===== config.mk =====
export PLATFORM = sky130hd
export DESIGN_NAME = wb_scoreboard
export DESIGN_NICKNAME = d
export VERILOG_FILES = /design/src/rtl/kcp53k_pkg.sv /design/src/rtl/wb_pending_mask.sv /design/src/rtl/wb_scoreboard.sv
export SDC_FILE = /design/constraint.sdc
export NUM_CORES = 1
export LEC_CHECK = 0
export CORE_MARGIN = 2
export CORE_UTILIZATION = 45
export CTS_BUF_LIST = sky130_fd_sc_hd__clkbuf_8
export DETAILED_ROUTE_END_ITERATION = 12
export GPL_TIMING_DRIVEN = 0
export MAX_ROUTING_LAYER = met4
export PLACE_DENSITY = 0.93
export SLEW_MARGIN = 5
export SYNTH_ARGS = -nofsm -noshare
export SYNTH_HDL_FRONTEND = slang
export SYNTH_SLANG_ARGS = --single-unit

===== constraint.sdc =====
create_clock -name clk_i -period 5.18 [get_ports clk_i]
set_input_delay 1.554 -clock clk_i [delete_from_list [all_inputs] [get_ports clk_i]]
set_output_delay 1.554 -clock clk_i [all_outputs]
set_load 0.1 [all_outputs]

===== src/rtl/kcp53k_pkg.sv =====
// kcp53k_pkg: shared register-index types and widths for the KCP53K writeback scoreboard.
// Build option: SCOREBOARD_SAMECYCLE_EN (see wb_scoreboard.sv).
package kcp53k_pkg;

    localparam int REG_W = 5;
    localparam int NREGS = 32;
    localparam int XLEN  = 64;
    localparam int CNT_W = 4;    // enough for MAX_INFLIGHT up to 15

    typedef logic [REG_W-1:0] reg_idx_t;
    typedef logic [NREGS-1:0] reg_mask_t;

    // True when an index names a real architectural destination (x0 is never tracked)
    function automatic logic is_real_reg(input reg_idx_t idx);
        return idx != '0;
    endfunction

endpackage


===== src/rtl/wb_pending_mask.sv =====
// wb_pending_mask: one pending bit per architectural register, x0 forced to zero.
// A set and a clear of the same register in one cycle leaves the bit set (issue wins).
// Three combinational lookups serve the ra/rb/rd hazard checks; the full mask is exported too.
module wb_pending_mask
    import kcp53k_pkg::*;
(
    input  logic                 clk_i,
    input  logic                 reset_ni,
    input  logic                 set_en,
    input  logic [REG_W-1:0]     set_idx,
    input  logic                 clr_en,
    input  logic [REG_W-1:0]     clr_idx,
    input  logic [REG_W-1:0]     idx_a,
    input  logic [REG_W-1:0]     idx_b,
    input  logic [REG_W-1:0]     idx_d,
    output logic                 pend_a,
    output logic                 pend_b,
    output logic                 pend_d,
    output logic [NREGS-1:0]     mask
);

    logic [NREGS-1:0] mask_reg;

    genvar gi;
    generate
        for (gi = 0; gi < NREGS; gi++) begin : g_bit
            if (gi == 0) begin : g_x0
                // x0 is architecturally zero and can never be pending
                assign mask_reg[gi] = 1'b0;
            end else begin : g_reg
                // Per-register pending flag: set on tracked issue, cleared on completion
                always_ff @(posedge clk_i or negedge reset_ni) begin
                    if (!reset_ni) begin
                        mask_reg[gi] <= 1'b0;
                    end else if (set_en && (set_idx == REG_W'(gi))) begin
                        mask_reg[gi] <= 1'b1;
                    end else if (clr_en && (clr_idx == REG_W'(gi))) begin
                        mask_reg[gi] <= 1'b0;
                    end
                end
            end
        end
    endgenerate

    assign pend_a = mask_reg[idx_a];
    assign pend_b = mask_reg[idx_b];
    assign pend_d = mask_reg[idx_d];
    assign mask   = mask_reg;

endmodule


===== src/rtl/wb_scoreboard.sv =====
// wb_scoreboard: tracks in-flight register writes, stalls issue on RAW/WAW hazards or a full
// in-flight window, passes completions to the register file and holds each completed
// rd/data for exactly one cycle for the bypass forwarder.
// Build option: SCOREBOARD_SAMECYCLE_EN -- when defined, a register completing this cycle is
// treated as already free by the hazard and capacity checks (longer path, one less stall cycle).
module wb_scoreboard
    import kcp53k_pkg::*;
#(
    parameter int XLEN         = kcp53k_pkg::XLEN,
    parameter int MAX_INFLIGHT = 4
) (
    input  logic              clk_i,
    input  logic              reset_ni,
    input  logic              iss_valid_i,
    input  logic [4:0]        iss_ra_i,
    input  logic [4:0]        iss_rb_i,
    input  logic [4:0]        iss_rd_i,
    input  logic              iss_we_i,
    output logic              iss_ready_o,
    input  logic              cmp_valid_i,
    input  logic [4:0]        cmp_rd_i,
    input  logic [XLEN-1:0]   cmp_dat_i,
    output logic              rf_we_o,
    output logic [4:0]        rf_rd_o,
    output logic [XLEN-1:0]   rf_dat_o,
    output logic [4:0]        fwd_rd_o,
    output logic [XLEN-1:0]   fwd_dat_o,
    output logic              busy_o,
    output logic              err_o
);

    localparam logic [CNT_W-1:0] MAX_CNT = CNT_W'(MAX_INFLIGHT);

    logic [CNT_W-1:0] count_reg;
    logic [CNT_W-1:0] count_next;
    logic [CNT_W-1:0] count_eff;
    logic [4:0]       fwd_rd_reg;
    logic [XLEN-1:0]  fwd_dat_reg;
    logic             err_reg;

    logic             pend_a;
    logic             pend_b;
    logic             pend_d;
    logic [NREGS-1:0] mask;

    logic             cmp_live;     // completion to a real register
    logic             cmp_hit;      // ...and that register was pending
    logic             iss_track;    // issue would create a tracked write
    logic             haz_a;
    logic             haz_b;
    logic             haz_d;
    logic             ready;
    logic             fire_track;

    wb_pending_mask u_mask (
        .clk_i    (clk_i),
        .reset_ni (reset_ni),
        .set_en   (fire_track),
        .set_idx  (iss_rd_i),
        .clr_en   (cmp_live),
        .clr_idx  (cmp_rd_i),
        .idx_a    (iss_ra_i),
        .idx_b    (iss_rb_i),
        .idx_d    (iss_rd_i),
        .pend_a   (pend_a),
        .pend_b   (pend_b),
        .pend_d   (pend_d),
        .mask     (mask)
    );

    assign cmp_live  = cmp_valid_i && is_real_reg(cmp_rd_i);
    assign cmp_hit   = cmp_live && mask[cmp_rd_i];
    assign iss_track = iss_we_i && is_real_reg(iss_rd_i);

`ifdef SCOREBOARD_SAMECYCLE_EN
    // A register retiring this cycle no longer blocks, and its slot is already free
    assign haz_a     = pend_a && !(cmp_live && (cmp_rd_i == iss_ra_i));
    assign haz_b     = pend_b && !(cmp_live && (cmp_rd_i == iss_rb_i));
    assign haz_d     = pend_d && !(cmp_live && (cmp_rd_i == iss_rd_i));
    assign count_eff = count_reg - {{(CNT_W-1){1'b0}}, cmp_hit};
`else
    // Registered state only: a same-cycle completion frees the register one cycle later
    assign haz_a     = pend_a;
    assign haz_b     = pend_b;
    assign haz_d     = pend_d;
    assign count_eff = count_reg;
`endif

    assign ready      = !(haz_a || haz_b || (iss_we_i && haz_d) ||
                          (iss_track && (count_eff == MAX_CNT)));
    assign fire_track = iss_valid_i && ready && iss_track;

    assign count_next = count_reg + {{(CNT_W-1){1'b0}}, fire_track}
                                  - {{(CNT_W-1){1'b0}}, cmp_hit};

    // In-flight count, one-cycle forward register and sticky error flag
    always_ff @(posedge clk_i or negedge reset_ni) begin
        if (!reset_ni) begin
            count_reg   <= '0;
            fwd_rd_reg  <= '0;
            fwd_dat_reg <= '0;
            err_reg     <= 1'b0;
        end else begin
            count_reg <= count_next;
            if (cmp_live) begin
                fwd_rd_reg  <= cmp_rd_i;
                fwd_dat_reg <= cmp_dat_i;
            end else begin
                fwd_rd_reg  <= '0;
                fwd_dat_reg <= '0;
            end
            if (cmp_live && !mask[cmp_rd_i]) begin
                err_reg <= 1'b1;
            end
        end
    end

    assign iss_ready_o = ready;
    assign rf_we_o     = cmp_live;
    assign rf_rd_o     = cmp_rd_i;
    assign rf_dat_o    = cmp_dat_i;
    assign fwd_rd_o    = fwd_rd_reg;
    assign fwd_dat_o   = fwd_dat_reg;
    assign busy_o      = (count_reg != '0);
    assign err_o       = err_reg;

endmodule

==> metrics.csv <==
stage,metric,value,unit
clocking,CTS H-tree lvls,3,
logic_synthesis,"Primary FF master, synth",dfrtp_1,
clocking,Skew-Pair Late Insertion Delay,0.38,ns
placement,GPL Wtd Cong,0.9372,
worst_setup_path,Worst Setup Start Kind,input pin,
clocking,TritonCTS Buffers,9,
global_routing,initial antenna violation count,1,
global_routing,largest net degree at the start of global routing,59,
worst_setup_path,R2R setup slack,1.80,ns
floorplanning,die width,116.9,microns
clocking,cts hold-fix bufs,0,
run,Max-cap violations,0,
floorplanning,I/O Pins,231,
clocking,clock root cell,clkbuf_8,
timing,Slew HR,28.40,%
global_routing,first-pass GRT wire length,29.08,mm
power,Power Density,304.2,nW/um^2
placement,dpl cells,930,
logic_synthesis,synthesized area,5734,sq um
worst_setup_path,Critical Path Start,iss_rd_i[2],
power,Max VDD drop,0.2004,mV
timing,minimum clock period,5.090,ns
global_routing,total gr overflow,0,
finish,Area Growth Syn to Fin,48.07,%
timing,final hold violation count,0,
finish,Final Instance Area,8491,sq um
finish,max reg flops,64,
placement,Port Buffer Count,223,
timing,fmax,196.5,MHz
power,Power Total,0.002583,W
min_path,min-delay src,err_o,
worst_setup_path,Reg-to-Reg Start,u_mask.mask[23],
timing,clk_skew,0.01007,ns
timing,worst slew pin tran,1.071,ns
clocking,clock buffer depth,2,
finish,share of layout cells above drive strength 1,18.58,%
timing,unrepaired setup endpoints after global routing,no,
power,static leakage,3.654,nW
timing,hold_ws,0.4683,ns
finish,nets,866,
finish,post-layout util,67.83,%
finish,FILL cells,918,
worst_setup_path,CP arrival,3.54,ns
route,WL/cell,20.50,microns
placement,Placed Area,8214,sq um
global_routing,vias in the first global route,5264,
floorplanning,row cnt,41,
logic_synthesis,post-synth top area share,45.82,%
min_path,hold crit path type,flip-flop to flip-flop,
worst_setup_path,CP required,3.63,ns
clocking,number of clock sinks,105,
worst_setup_path,RR Endpoint,count_eff[2],
worst_setup_path,crit path kind,input pin to primary output,
route,Routed Antenna Nets,0,
floorplanning,Die Y,116.9,microns
route,DRC viols,0,
timing,endpoints failing setup,0,
floorplanning,effective utilization at floorplan,45.81,%
logic_synthesis,commonest cells in the netlist,"105 x dfrtp_1, 69 x and2_1, 69 x buf_4, 38 x o21ai_0, 25 x o31ai_1",
placement,Post-DP HPWL,15.11,mm
floorplanning,area of the core,12520,sq um
run_status,status,finished clean,
route,Via-to-Cell Ratio,5.384,
logic_synthesis,"area leader, netlist",dfrtp_1,
logic_synthesis,synth unique cells,52,
logic_synthesis,number of flops mapped to enable cells by yosys,0,
worst_setup_path,R2R cell count,13,
worst_setup_path,Worst Setup End Kind,primary output,
logic_synthesis,ranking of synthesized cells by area,"dfrtp_1 46%, buf_4 9.0%, and2_1 7.5%",
finish,Sequential Area,2628,sq um
logic_synthesis,Yosys warnings,0,
logic_synthesis,register area share after synthesis,45.82,%
finish,Layout Cells excl Fill,948,
logic_synthesis,Seq cells post-synth,105,
clocking,clock-pin slew on the worst setup and hold paths,0.09,ns
worst_setup_path,CP max FO,10,
global_routing,Overall Global Routing Usage,29.71,%
route,vias,5104,
route,First DRT Iteration DRCs,437,
route,drt pass-1 iters,5,
timing,"Slew Viols, Final",0,
logic_synthesis,syn_nets,630,
timing,Tcrit/Tclk final,98.26,%
min_path,WHS Path Cells,1,
clocking,CTS tree,yes,
finish,area of the multi-input gates,2472,sq um
route,Post-Route WL,19.43,mm
logic_synthesis,"count leader, synth",dfrtp_1,
min_path,"Endpoint, Worst Hold",err_o,
logic_synthesis,"Avg Cell Area, Syn",10.74,sq um
floorplanning,Die ar.,13660,sq um
logic_synthesis,Async SR Flop Fraction,100.0,%
logic_synthesis,Cells after Synth,534,
==> cell usage in the layout (no fill, tap or decap), types with 14 or more instances in the layout <==
cell type and n:
and2_1 69, inv_1 14, o21ai_0 38, mux2i_1 19
clkbuf_1 16, clkdlybuf4s50_1 213, nand3_1 21, o31ai_1 25
nand2_1 16, buf_4 73, nand2b_1 15, mux4_2 15
dfrtp_1 105
==> worst max-delay path: stages <==
cell and delay, ns:
clkdlybuf4s50_1 0.54, buf_4 0.20, nor3b_1 0.07, a221oi_2 0.28, o311ai_2 0.20, and2_1 0.18
buf_2 0.18, nor2_4 0.14, buf_12 0.18
==> worst max-delay path by stage <==
stage | endpoint | slack (ns) | cells past startpoint
6_report | iss_ready_o | 0.09 | 9
5_1_grt | iss_ready_o | 0.004 | 9
4_1_cts | iss_ready_o | 0.01 | 9
3_5_place_dp | iss_ready_o | -1.52 | 10
3_3_place_gp | iss_ready_o | -1.51 | 10
2_1_floorplan | iss_ready_o | 0.16 | 8
==> report_power, final <==
part,internal (W),switching (W),total (W)
Combinational,0.000363,0.000731,0.00109
Clock,0.000230,0.000274,0.000504
Sequential,0.000902,0.0000833,0.000986
Total,0.00150,0.00109,0.00258
==> layer usage <==
| metal | up-vias | global-route usage (%) | share of wire [%] |
|---|---|---|---|
| met5 | - | - | 0 |
| met4 | 0 | 10.27 | 3.0 |
| met3 | 46 | 9.938 | 10 |
| met2 | 292 | 49.29 | 51 |
| met1 | 2494 | 33.88 | 36 |
| li1 | 2272 | - | - |
==> area by class of cell <==
| cell class | count | share of cell area (%) |
|---|---|---|
| Multi-Input combinational cell | 318 | 29.12 |
| Clock buffer | 10 | 1.621 |
| Inverter | 11 | 0.4863 |
| Tap cell | 172 | 2.535 |
| Antenna cell | 1 | 0.02947 |
| Buffer | 99 | 7.854 |
| Clock inverter | 6 | 0.6042 |
| Timing Repair Buffer | 226 | 26.81 |
| Sequential cell | 105 | 30.95 |
==> metrics by stage <==
stage / setup TNS [ns] / worst slack (ns)
2_1_floorplan: 0 / 0.1573
3_3_place_gp: -149.29 / -1.507
3_5_place_dp: -2.121 / -1.516
4_1_cts: 0 / 0.01056
5_1_grt: 0 / 0.004466
6_report: 0 / 0.09017
==> timing repair <==
item	CTS	global route
gates resized for setup	39	7
gates cloned	0	0
buffers inserted	0	2
setup endpoints to repair	2	2
pin swaps	0	2
==> logic make-up (layout without fill, tap and decap cells) <==
logic type / Yosys count / in the layout / synth area share, %
buffers and inverters: 111 / 352 / 12.26
adders and majority gates: 7 / 7 / 1.658
other: 0 / 1 / 0
muxes: 45 / 45 / 11.89
and+or+nand+nor: 171 / 171 / 17.22
AOI/OAI and AO/OA: 93 / 93 / 10.84
xor gates and xnor gates: 2 / 2 / 0.3055
DFF: 105 / 105 / 45.82
(Power assumes the default switching activity.)
